**src/rtl/mbist_march_ctrl.sv**
```systemverilog
// March C- memory BIST initiator: drives the wrapper's test port over all addresses and
// latches the first mismatch (element, address, observed word). Every output is registered.
module mbist_march_ctrl #(
  parameter int addr = 3,
  parameter int data = 8
) (
  input  logic            clk,
  input  logic            rst,
  input  logic            start,
  input  logic [data-1:0] mem_dout,
  output logic            test_mode,
  output logic            mbist_rd,
  output logic            mbist_wr,
  output logic [addr-1:0] mbist_addr,
  output logic [data-1:0] mbist_din,
  output logic            busy,
  output logic            done,
  output logic            fail,
  output logic [2:0]      fail_elem,
  output logic [addr-1:0] fail_addr,
  output logic [data-1:0] fail_data
);

  typedef enum logic [2:0] {IDLE, M0_WR, RD, CMP_WR, M5_RD, M5_CMP, DONE} state_t;

  localparam logic [addr-1:0] LAST = '1;
  localparam logic [data-1:0] B0   = '0;
  localparam logic [data-1:0] B1   = '1;

  state_t          state;
  logic [2:0]      elem;
  logic            desc;
  logic            elem_end;
  logic            mismatch;
  logic [data-1:0] exp_val;
  logic [data-1:0] wr_val;

  // mbist_addr doubles as the address counter; M5 (elem 5) expects B0 like M1/M3
  always_comb begin
    desc     = (elem == 3'd3) || (elem == 3'd4);
    elem_end = desc ? (mbist_addr == '0) : (mbist_addr == LAST);
    exp_val  = ((elem == 3'd2) || (elem == 3'd4)) ? B1 : B0;
    wr_val   = ((elem == 3'd1) || (elem == 3'd3)) ? B1 : B0;
    mismatch = (mem_dout != exp_val);
  end

  always_ff @(posedge clk) begin
    if (rst) begin
      state      <= IDLE;
      elem       <= '0;
      test_mode  <= 1'b0;
      mbist_rd   <= 1'b0;
      mbist_wr   <= 1'b0;
      mbist_addr <= '0;
      mbist_din  <= '0;
      busy       <= 1'b0;
      done       <= 1'b0;
      fail       <= 1'b0;
      fail_elem  <= '0;
      fail_addr  <= '0;
      fail_data  <= '0;
    end else begin
      mbist_rd  <= 1'b0;
      mbist_wr  <= 1'b0;
      mbist_din <= '0;
      case (state)
        IDLE, DONE: begin
          if (start) begin
            state      <= M0_WR;
            elem       <= '0;
            busy       <= 1'b1;
            done       <= 1'b0;
            test_mode  <= 1'b1;
            fail       <= 1'b0;
            fail_elem  <= '0;
            fail_addr  <= '0;
            fail_data  <= '0;
            mbist_addr <= '0;
            mbist_wr   <= 1'b1;
            mbist_din  <= B0;
          end
        end
        M0_WR: begin
          if (mbist_addr == LAST) begin
            state      <= RD;
            elem       <= 3'd1;
            mbist_addr <= '0;
            mbist_rd   <= 1'b1;
          end else begin
            mbist_addr <= mbist_addr + 1'b1;
            mbist_wr   <= 1'b1;
            mbist_din  <= B0;
          end
        end
        RD: begin
          state     <= CMP_WR;
          mbist_wr  <= 1'b1;
          mbist_din <= wr_val;
        end
        CMP_WR, M5_CMP: begin
          if (mismatch) begin
            state     <= DONE;
            done      <= 1'b1;
            busy      <= 1'b0;
            test_mode <= 1'b0;
            fail      <= 1'b1;
            fail_elem <= elem;
            fail_addr <= mbist_addr;
            fail_data <= mem_dout;
          end else if (state == M5_CMP && elem_end) begin
            state     <= DONE;
            done      <= 1'b1;
            busy      <= 1'b0;
            test_mode <= 1'b0;
          end else if (state == M5_CMP) begin
            state      <= M5_RD;
            mbist_addr <= mbist_addr + 1'b1;
            mbist_rd   <= 1'b1;
          end else if (elem_end) begin
            // descending elements 3 and 4 start from the top address
            state      <= (elem == 3'd4) ? M5_RD : RD;
            elem       <= elem + 3'd1;
            mbist_addr <= ((elem == 3'd2) || (elem == 3'd3)) ? LAST : '0;
            mbist_rd   <= 1'b1;
          end else begin
            state      <= RD;
            mbist_addr <= desc ? (mbist_addr - 1'b1) : (mbist_addr + 1'b1);
            mbist_rd   <= 1'b1;
          end
        end
        M5_RD: begin
          state <= M5_CMP;
        end
        default: begin
          state <= IDLE;
        end
      endcase
    end
  end

endmodule

```
**config.mk**
```make
export PLATFORM = sky130hd
export DESIGN_NAME = mbist_march_ctrl
export DESIGN_NICKNAME = d
export VERILOG_FILES = /design/src/rtl/mbist_march_ctrl.sv
export SDC_FILE = /design/constraint.sdc
export NUM_CORES = 1
export LEC_CHECK = 0
export CORE_MARGIN = 5
export CORE_UTILIZATION = 45
export CTS_CLUSTER_DIAMETER = 30
export DETAILED_ROUTE_END_ITERATION = 10
export PLACE_DENSITY = 0.84
export SYNTH_ARGS = -nofsm -noshare
export SYNTH_HDL_FRONTEND = slang
export SYNTH_SLANG_ARGS = --single-unit
```
**constraint.sdc**
```tcl
create_clock -name clk -period 2.3 [get_ports clk]
set_input_delay 0.46 -clock clk [delete_from_list [all_inputs] [get_ports clk]]
set_output_delay 0.46 -clock clk [all_outputs]
set_load 0.02 [all_outputs]
```
# Word level (Yosys, flattened, before mapping)

Cells that the tools add are included.
W data, S select, Z words.

Bitwise operators: 1
Reduce and logical (&&, ||, !) cells: 17
$add $sub $neg: 3
Equal/unequal tests: 20
Multiplexer cells: 50

Operators with widths:

| operator              | number |
|---|---|
| $mux W3               | 22 |
| $mux W8               | 4 |
| $pmux W3 S3           | 2 |
| $pmux W8 S2           | 1 |
| $eq A3 B3 Y1 const B  | 5 |
| $pmux W3 S5           | 1 |
| $ne A2 B2 Y1 const B  | 7 |
| $mux W1               | 13 |
| $eq A3 B2 Y1 const B  | 4 |
| $pmux W3 S2           | 2 |
| $ne A8 B8 Y1          | 1 |
| $pmux W1 S2           | 4 |
| $reduce_and A7 Y1     | 1 |
| $add A3 B1 Y3 const B | 2 |
| $eq A3 B1 Y1 const B  | 2 |
| $logic_not A3 Y1      | 2 |
| $reduce_and A3 Y1     | 2 |
| $reduce_or A2 Y1      | 3 |
| $logic_or A1 B1 Y1    | 4 |
| $reduce_and A4 Y1     | 1 |
| $ne A3 B3 Y1 const B  | 1 |
| $pmux W1 S3           | 1 |
| $reduce_bool A3 Y1    | 1 |
| $sub A3 B1 Y3 const B | 1 |
| 4 further kinds       | 4 |

Logic and storage cells: 103
Output and inout port bits: 31
Register bits: 36

# Logic depth before layout (Yosys ltp)

Gate-level depths: netlist of run 1.

Depth after elaboration: 8
Gate-level depth with buffers: 10
Depth with buffers taken out: 7

# Least setup slack after synthesis of run 1

OpenSTA, ideal clock, no wires.

Path kind: register -> register
Start: reg elem[1]
End: reg elem[0]
Setup time: 0.117 ns
Cell stages (with the launch flop): 8
Buffers on the path: 0
Required time: 2.183 ns
Slack: 0.042 ns
Period minus slack after synthesis: 2.258 ns
Arrival: 2.140 ns
Cell sequence: dfxtp_1 > inv_1 > ha_1 > mux2_4 > mux2_4 > o311a_4 > a211o_1 > a32o_1

Cells in the longest elaborated chain, start to end: 6
Elaborated cells between the ends (all ways): 13
Classes of those cells: eq/ne (7); mux (2); reduce/logical (4)

Ends and longest elaborated chain:

| item                                                       | RTL line | RTL |
|---|---|---|
| start: declaration                                         | 31       | `logic [2:0] elem;` |
| start signal: assignment                                   | 122      | `elem <= elem + 3'd1;` |
| $eq A3 B2 Y1, or another cell as far along                 | 42       | `exp_val = ((elem == 3'd2) \|\| (elem == 3'd4)) ? B1 : B0;` |
| $logic_or A1 B1 Y1 (on tied branches)                      | 42, 40   |  |
| $mux W8 / $mux W1 (equally long branches)                  | 42, 41   |  |
| $ne A8 B8 Y1 / $logic_and A1 B1 Y1 (equally long branches) | 44, 110  |  |
| $ne A2 B2 Y1 (no line)                                     | -        |  |
| $reduce_and A7 Y1 (no line) *                              | -        |  |

Mark *: on every way between the ends. The rest lies on a longest branch, timed or not.
A chain may end at the register's enable or synchronous reset.

# Worst setup path after layout of run 1

Same ends and word-level chain as after synthesis.

==> flow_summary.ini, run 1 <==
[floorplan]
die_w_um = 72.81
die_h_um = 72.81
ios = 42
rows = 22
core_area_mm2 = 0.003744
initial_core_util_pct = 47.43
die_area_mm2 = 0.005301

[global_route]
use_met2_pct = 30.16
met3_usage_pct = 5.096
grt_overflow = 0
met1_usage_pct = 22.87
grt.busiest_layer = met2
grt.total_usage_pct = 18.41
grt_max_degree = 22
grt_pass1_wl_mm = 7.721
grt_pass1_vias = 1680
antenna_found_initial = 0

[cts]
h-tree-depth = 2
cts_sinks = 29
cts_resized = 2
post_cts_buffers = 0
max-clock-path-buffers = 2
hold_buffers = 0
tritoncts = yes
cts_made_buffers = 5
clk_pin_slew_ns = 0.06
clock_latency_ns = 0.29
root_buffer = clkbuf_8

[timing]
fin_skew_ns = 0.006985
hold_violations = 0
setup_violations = 0
drv_slew = 0
fin_crit_ns = 2.245
rsz0062_at_grt = false
worstMarginPinSlew_ns = 0.5981
hold_ws_ns = 0.4570
slew-limit-headroom_pct = 60.07
fmax_mhz = 445.5
layout_worst_path_cycle_share_pct = 97.60
fin_setup_tns_ns = 0

[detailed_routing]
dr.pass1.iters = 4
via_per_inst = 5.656
drt_drc_violations_left = 0
wire_per_inst_um = 15.45
drt_iter0_drc = 192
routed_wl_mm = 4.804
num_vias = 1759
drtAntennaViolNets = 0

[finish]
area_growth_pct = 35.45
fillers = 339
drive_gt1_share_pct = 16.73
multi_input_area_mm2 = 0.001030
n_antenna_cell = 0
fin_util_pct = 64.24
fin_nets = 284
regArea_um2 = 585.6

[setup_path]
criticalPathCategory = reg -> reg
crit_slowest_cell = dfxtp_2
cp_max_fo = 6
startpoint_type = flop
worstSetupStartpoint = elem[1]$_SDFFE_PP0P_
rr_startpoint = elem[1]$_SDFFE_PP0P_
crit_required_ns = 2.48
slowest_delay_ns = 0.37
critPathCaptureType = flop
crit_chain = inv_1, ha_1, mux2_4, mux2_4, o311a_4, a211o_1, a32o_1
crit_top_cell = mux2_4
cp.arrival_ns = 2.42

[outcome]
outcome = finished, final reports clean

[yosys]
syn-cell-area_mm2 = 0.001775
synthFlopType = dfxtp_1
synthesis.nets = 234
yosys_register_bits = 29
synth_area_per_cell_um2 = 8.335
synth-edff-count = 0
ys_warn_count = 0
async_flop_share_pct = 0
ys_types = 51
syn_inst = 213
ys_seq_area_share_pct = 32.70

[power]
report.power.total_mw = 1.417
leakagePower_nw = 0.8972
peakVddDrop_mv = 0.2971
power_density_mw_per_mm2 = 589.1

[run]
cap_violations = 0

[placed_design]
place.gp.congestion = 0.9315
hpwl_mm = 3.597
port-buffer-count = 41

[worst_hold_path]
hp-start = fail$_SDFFE_PP0P_
hp-class = reg -> reg
## placed cells by master (no fill, tap or decap), types with 4 or more instances in the layout
cell and count:
nor2b_1 4, ha_1 10, nand2_1 27, clkbuf_8 5
a21oi_1 24, dfxtp_1 27, mux2i_1 5, nand3_1 18
inv_1 6, clkdlybuf4s50_1 41, o211ai_1 4, buf_4 22
o21ai_0 10, o31ai_1 4
## cell families after synthesis
family | after synthesis | synth area share [%]
AND/OR/NAND/NOR | 72 | 20.65
AO/OA/AOI/OAI | 65 | 24.74
buffers and inverters | 29 | 9.725
flip-flops | 29 | 32.70
adder cells (fa/ha/maj) | 10 | 7.047
multiplexers | 8 | 5.145
## cell usage after synthesis, types with 4 or more instances
cell	instances	area, um2
dfxtp_1	29	580.6
nand2_1	27	101.4
a21oi_1	24	120.1
nand3_1	18	90.09
ha_1	10	125.1
o21ai_0	10	50.05
buf_4	9	67.56
inv_1	6	22.52
clkbuf_1	5	18.77
mux2i_1	5	50.05
nor2b_1	4	25.02
o211ai_1	4	30.03
o31ai_1	4	30.03
## critical path: cells and delay by family, from the launching register on
family	cells	cell delay (ns)
compound gates	3	0.89
flops	1	0.37
fa+ha+maj	1	0.20
mux	2	0.59
buf+inv	1	0.07
## power by group
part           total (mW)  switching (mW)  internal, mW
Clock               0.508           0.194         0.314
Sequential          0.557          0.0315         0.526
Combinational       0.351           0.187         0.164
Total                1.42           0.412          1.00
## layer usage
layer | wire (um) | vias to the layer above
li1 | - | 870
met3 | 335 | 13
met5 | 0 | -
met2 | 2262 | 66
met4 | 100 | 0
met1 | 2105 | 810
## stage by stage
| step | instance area (um2) | worst slack [ns] | instances |
|---|---|---|---|
| 6_report | 2405 | 0.05519 | 311 |
| 2_1_floorplan | 1775 | 0.04219 | 213 |
| 3_5_place_dp | 2288 | -0.01021 | 304 |
| 3_3_place_gp | 2288 | 0.05236 | 304 |
| 4_1_cts | 2395 | 0.04536 | 311 |
| 5_1_grt | 2405 | 0.00004841 | 311 |
## state kept, by name, indices dropped and copies added, names as in the netlist, 3 cells and up
| register | count |
|---|---|
| elem | 3 |
| fail_addr | 3 |
| fail_data | 8 |
| fail_elem | 3 |
| mbist_addr | 3 |
| state | 3 |
## path summary, 6_finish.rpt
check                              end  slack [ns]  cells after the start
hold reg to reg      fail$_SDFFE_PP0P_        0.46                      2
setup / recovery  elem[0]$_SDFFE_PP0P_        0.06                      7
hold / removal       fail$_SDFFE_PP0P_        0.46                      2
setup reg to reg  elem[0]$_SDFFE_PP0P_        0.06                      7
## cell type report
class,instances,share of cell area [%]
tap,48,2.497
timing repair buffer,64,24.77
inverter,8,1.249
clock inverter,2,1.457
sequential,29,24.35
clock buffer,5,2.862
multi-input combinational,155,42.82
(Power assumes the default switching activity.)
==> run 2, diff against run 1 <==
SETUP_SLACK_MARGIN = 0.02   (was unset)
==> run 2 against run 1 <==
  * Sequential share of layout area decreased by 0.13 points
  * Critical endpoint unchanged
  * Power increased by 0.53%
  * Critical path depth stayed put
==> flow_summary.ini, run 2 (synthesized netlist as in run 1, its figures left out) <==
[setup_path]
crit_required_ns = 2.48
critPathCaptureType = flop
criticalPathCategory = reg -> reg
r2r_cells = 7
cp_max_fo = 5
cp.arrival_ns = 2.40
crit_path_end = elem[0]$_SDFFE_PP0P_
worstSetupStartpoint = elem[0]$_SDFFE_PP0P_
r2r_setup_slack_ns = 0.07
r2r-end = elem[0]$_SDFFE_PP0P_
rr_startpoint = elem[0]$_SDFFE_PP0P_
startpoint_type = flop

[finish]
top_register = fail_data
n_antenna_cell = 0
final_cell_mix = 41 x clkdlybuf4s50_1, 27 x nand2_1, 26 x dfxtp_1
largest_reg_flops = 8
fin_nets = 287
area_growth_pct = 37.07
drive_gt1_share_pct = 18.42
fillers = 332
finalInstanceArea_mm2 = 0.002434
mostFrequentLayoutCell = clkdlybuf4s50_1

[power]
leakagePower_nw = 0.9148
switching_share_pct = 29.03
peakVddDrop_mv = 0.2957
netSwitchingPower_mw = 0.4134
power_frac_clock_pct = 35.6
combPwrFrac_pct = 25.3
intPower_mw = 1.011
power_density_mw_per_mm2 = 585.2
seqPwrFrac_pct = 39.1

[global_route]
grt_overflow = 0
grt_pass1_wl_mm = 7.721
antenna_found_initial = 0
met1_usage_pct = 22.87
grt.total_usage_pct = 18.41
grt_pass1_vias = 1680
grt_max_degree = 22
met3_usage_pct = 5.096
grt.busiest_layer = met2
use_met2_pct = 30.16

[worst_hold_path]
hp-class = reg -> reg

[detailed_routing]
drt_iter0_drc = 200
num_vias = 1792
drtAntennaViolNets = 0
dr.pass1.iters = 4
routed_wl_mm = 4.820
via_per_inst = 5.707
drt_drc_violations_left = 0
wire_per_inst_um = 15.35

[cts]
cts_made_buffers = 5
h-tree-depth = 2
max-clock-path-buffers = 2
cts_sinks = 29
clock_latency_ns = 0.29
clk_pin_slew_ns = 0.06
root_buffer = clkbuf_8
tritoncts = yes

[timing]
setup_slack_ns = 0.07018
drv_slew = 0
rsz0062_at_grt = false
hold_violations = 0
fin_skew_ns = 0.007616
layout_worst_path_cycle_share_pct = 96.95
fmax_mhz = 448.5
slew-limit-headroom_pct = 59.70
fin_crit_ns = 2.230
worstMarginPinSlew_ns = 0.6037
setup_violations = 0

[placed_design]
pre_cts_ws_ns = -0.01021
dpl-instance-area_mm2 = 0.002288
hpwl_mm = 3.597
port-buffer-count = 41
place.gp.congestion = 0.9315

[floorplan]
die_area_mm2 = 0.005301
die_w_um = 72.81
ios = 42
initial_core_util_pct = 47.43
core_area_mm2 = 0.003744
die_h_um = 72.81
rows = 22

[run]
cap_violations = 0

[outcome]
outcome = finished, final reports clean
-- run 2: changes by cell type in the layout (fill, tap and decap cells not counted) --
cell,delta
ha_2,+1
ha_1,-1
dfxtp_1,-1
buf_4,+3
dfxtp_4,+1
-- run 2: metrics by stage --
step / TNS (ns) / power [mW] / utilization, % / hold slack (ns) / std cells
global route: 0 / 1.489 / 65.01 / 0.4767 / 314
global placement: 0 / 0.8994 / 61.13 / 0.4454 / 304
finish: 0 / 1.424 / 65.01 / 0.4575 / 314
floorplan: 0 / 0.7768 / - / 0.4906 / 213
detailed placement: -0.02180 / 0.9101 / 61.13 / 0.4489 / 304
CTS: 0 / 1.415 / 63.97 / 0.4573 / 311
-- run 2: what timing repair did --
item / in CTS / in global routing
setup buffers: 0 / 3
hold buffers: 0 / 0
gates resized for setup: 2 / 5
pin swaps: 0 / 2
setup endpoints to repair: 3 / 3
-- run 2: power groups by stage --
stage | registers, mW | clock network [mW] | logic [mW]
floorplan | 0.571 | 0 | 0.205
global placement | 0.566 | 0 | 0.333
detailed placement | 0.568 | 0 | 0.342
CTS | 0.558 | 0.514 | 0.344
global route | 0.561 | 0.536 | 0.392
finish | 0.557 | 0.507 | 0.360
-- run 2: final cells by class --
class	instances	area, um2	area share, %
multi-input cells	155	1032	42.42
repair buffers	67	618.1	25.40
flip-flops and latches	29	589.3	24.22
clock buffers	5	68.82	2.828
well taps	48	60.06	2.468
clock inverters	2	35.03	1.440
inverters	8	30.03	1.234
-- run 2: critical path: stages, from the launching register on --
cell,delay (ns)
dfxtp_4,0.36
inv_1,0.06
ha_2,0.19
mux2_4,0.27
mux2_4,0.31
o311a_4,0.42
a211o_1,0.24
a32o_1,0.25
-- run 2: worst min-delay path by stage --
stage | depth (start not counted) | from | slack (ns) | endpoint
3_3_place_gp | 2 | fail$_SDFFE_PP0P_ | 0.45 | fail$_SDFFE_PP0P_
6_report | 2 | fail$_SDFFE_PP0P_ | 0.46 | fail$_SDFFE_PP0P_
5_1_grt | 2 | fail$_SDFFE_PP0P_ | 0.48 | fail$_SDFFE_PP0P_
4_1_cts | 2 | fail$_SDFFE_PP0P_ | 0.46 | fail$_SDFFE_PP0P_
2_1_floorplan | 2 | elem[0]$_SDFFE_PP0P_ | 0.49 | fail_elem[0]$_SDFFE_PP0P_
3_5_place_dp | 2 | fail$_SDFFE_PP0P_ | 0.45 | fail$_SDFFE_PP0P_
-- run 2: metal layers --
metal,share of wire [%],up-vias
met5,0,-
met4,2.3,0
met3,8.0,15
met2,47,82
met1,42,819
li1,-,876
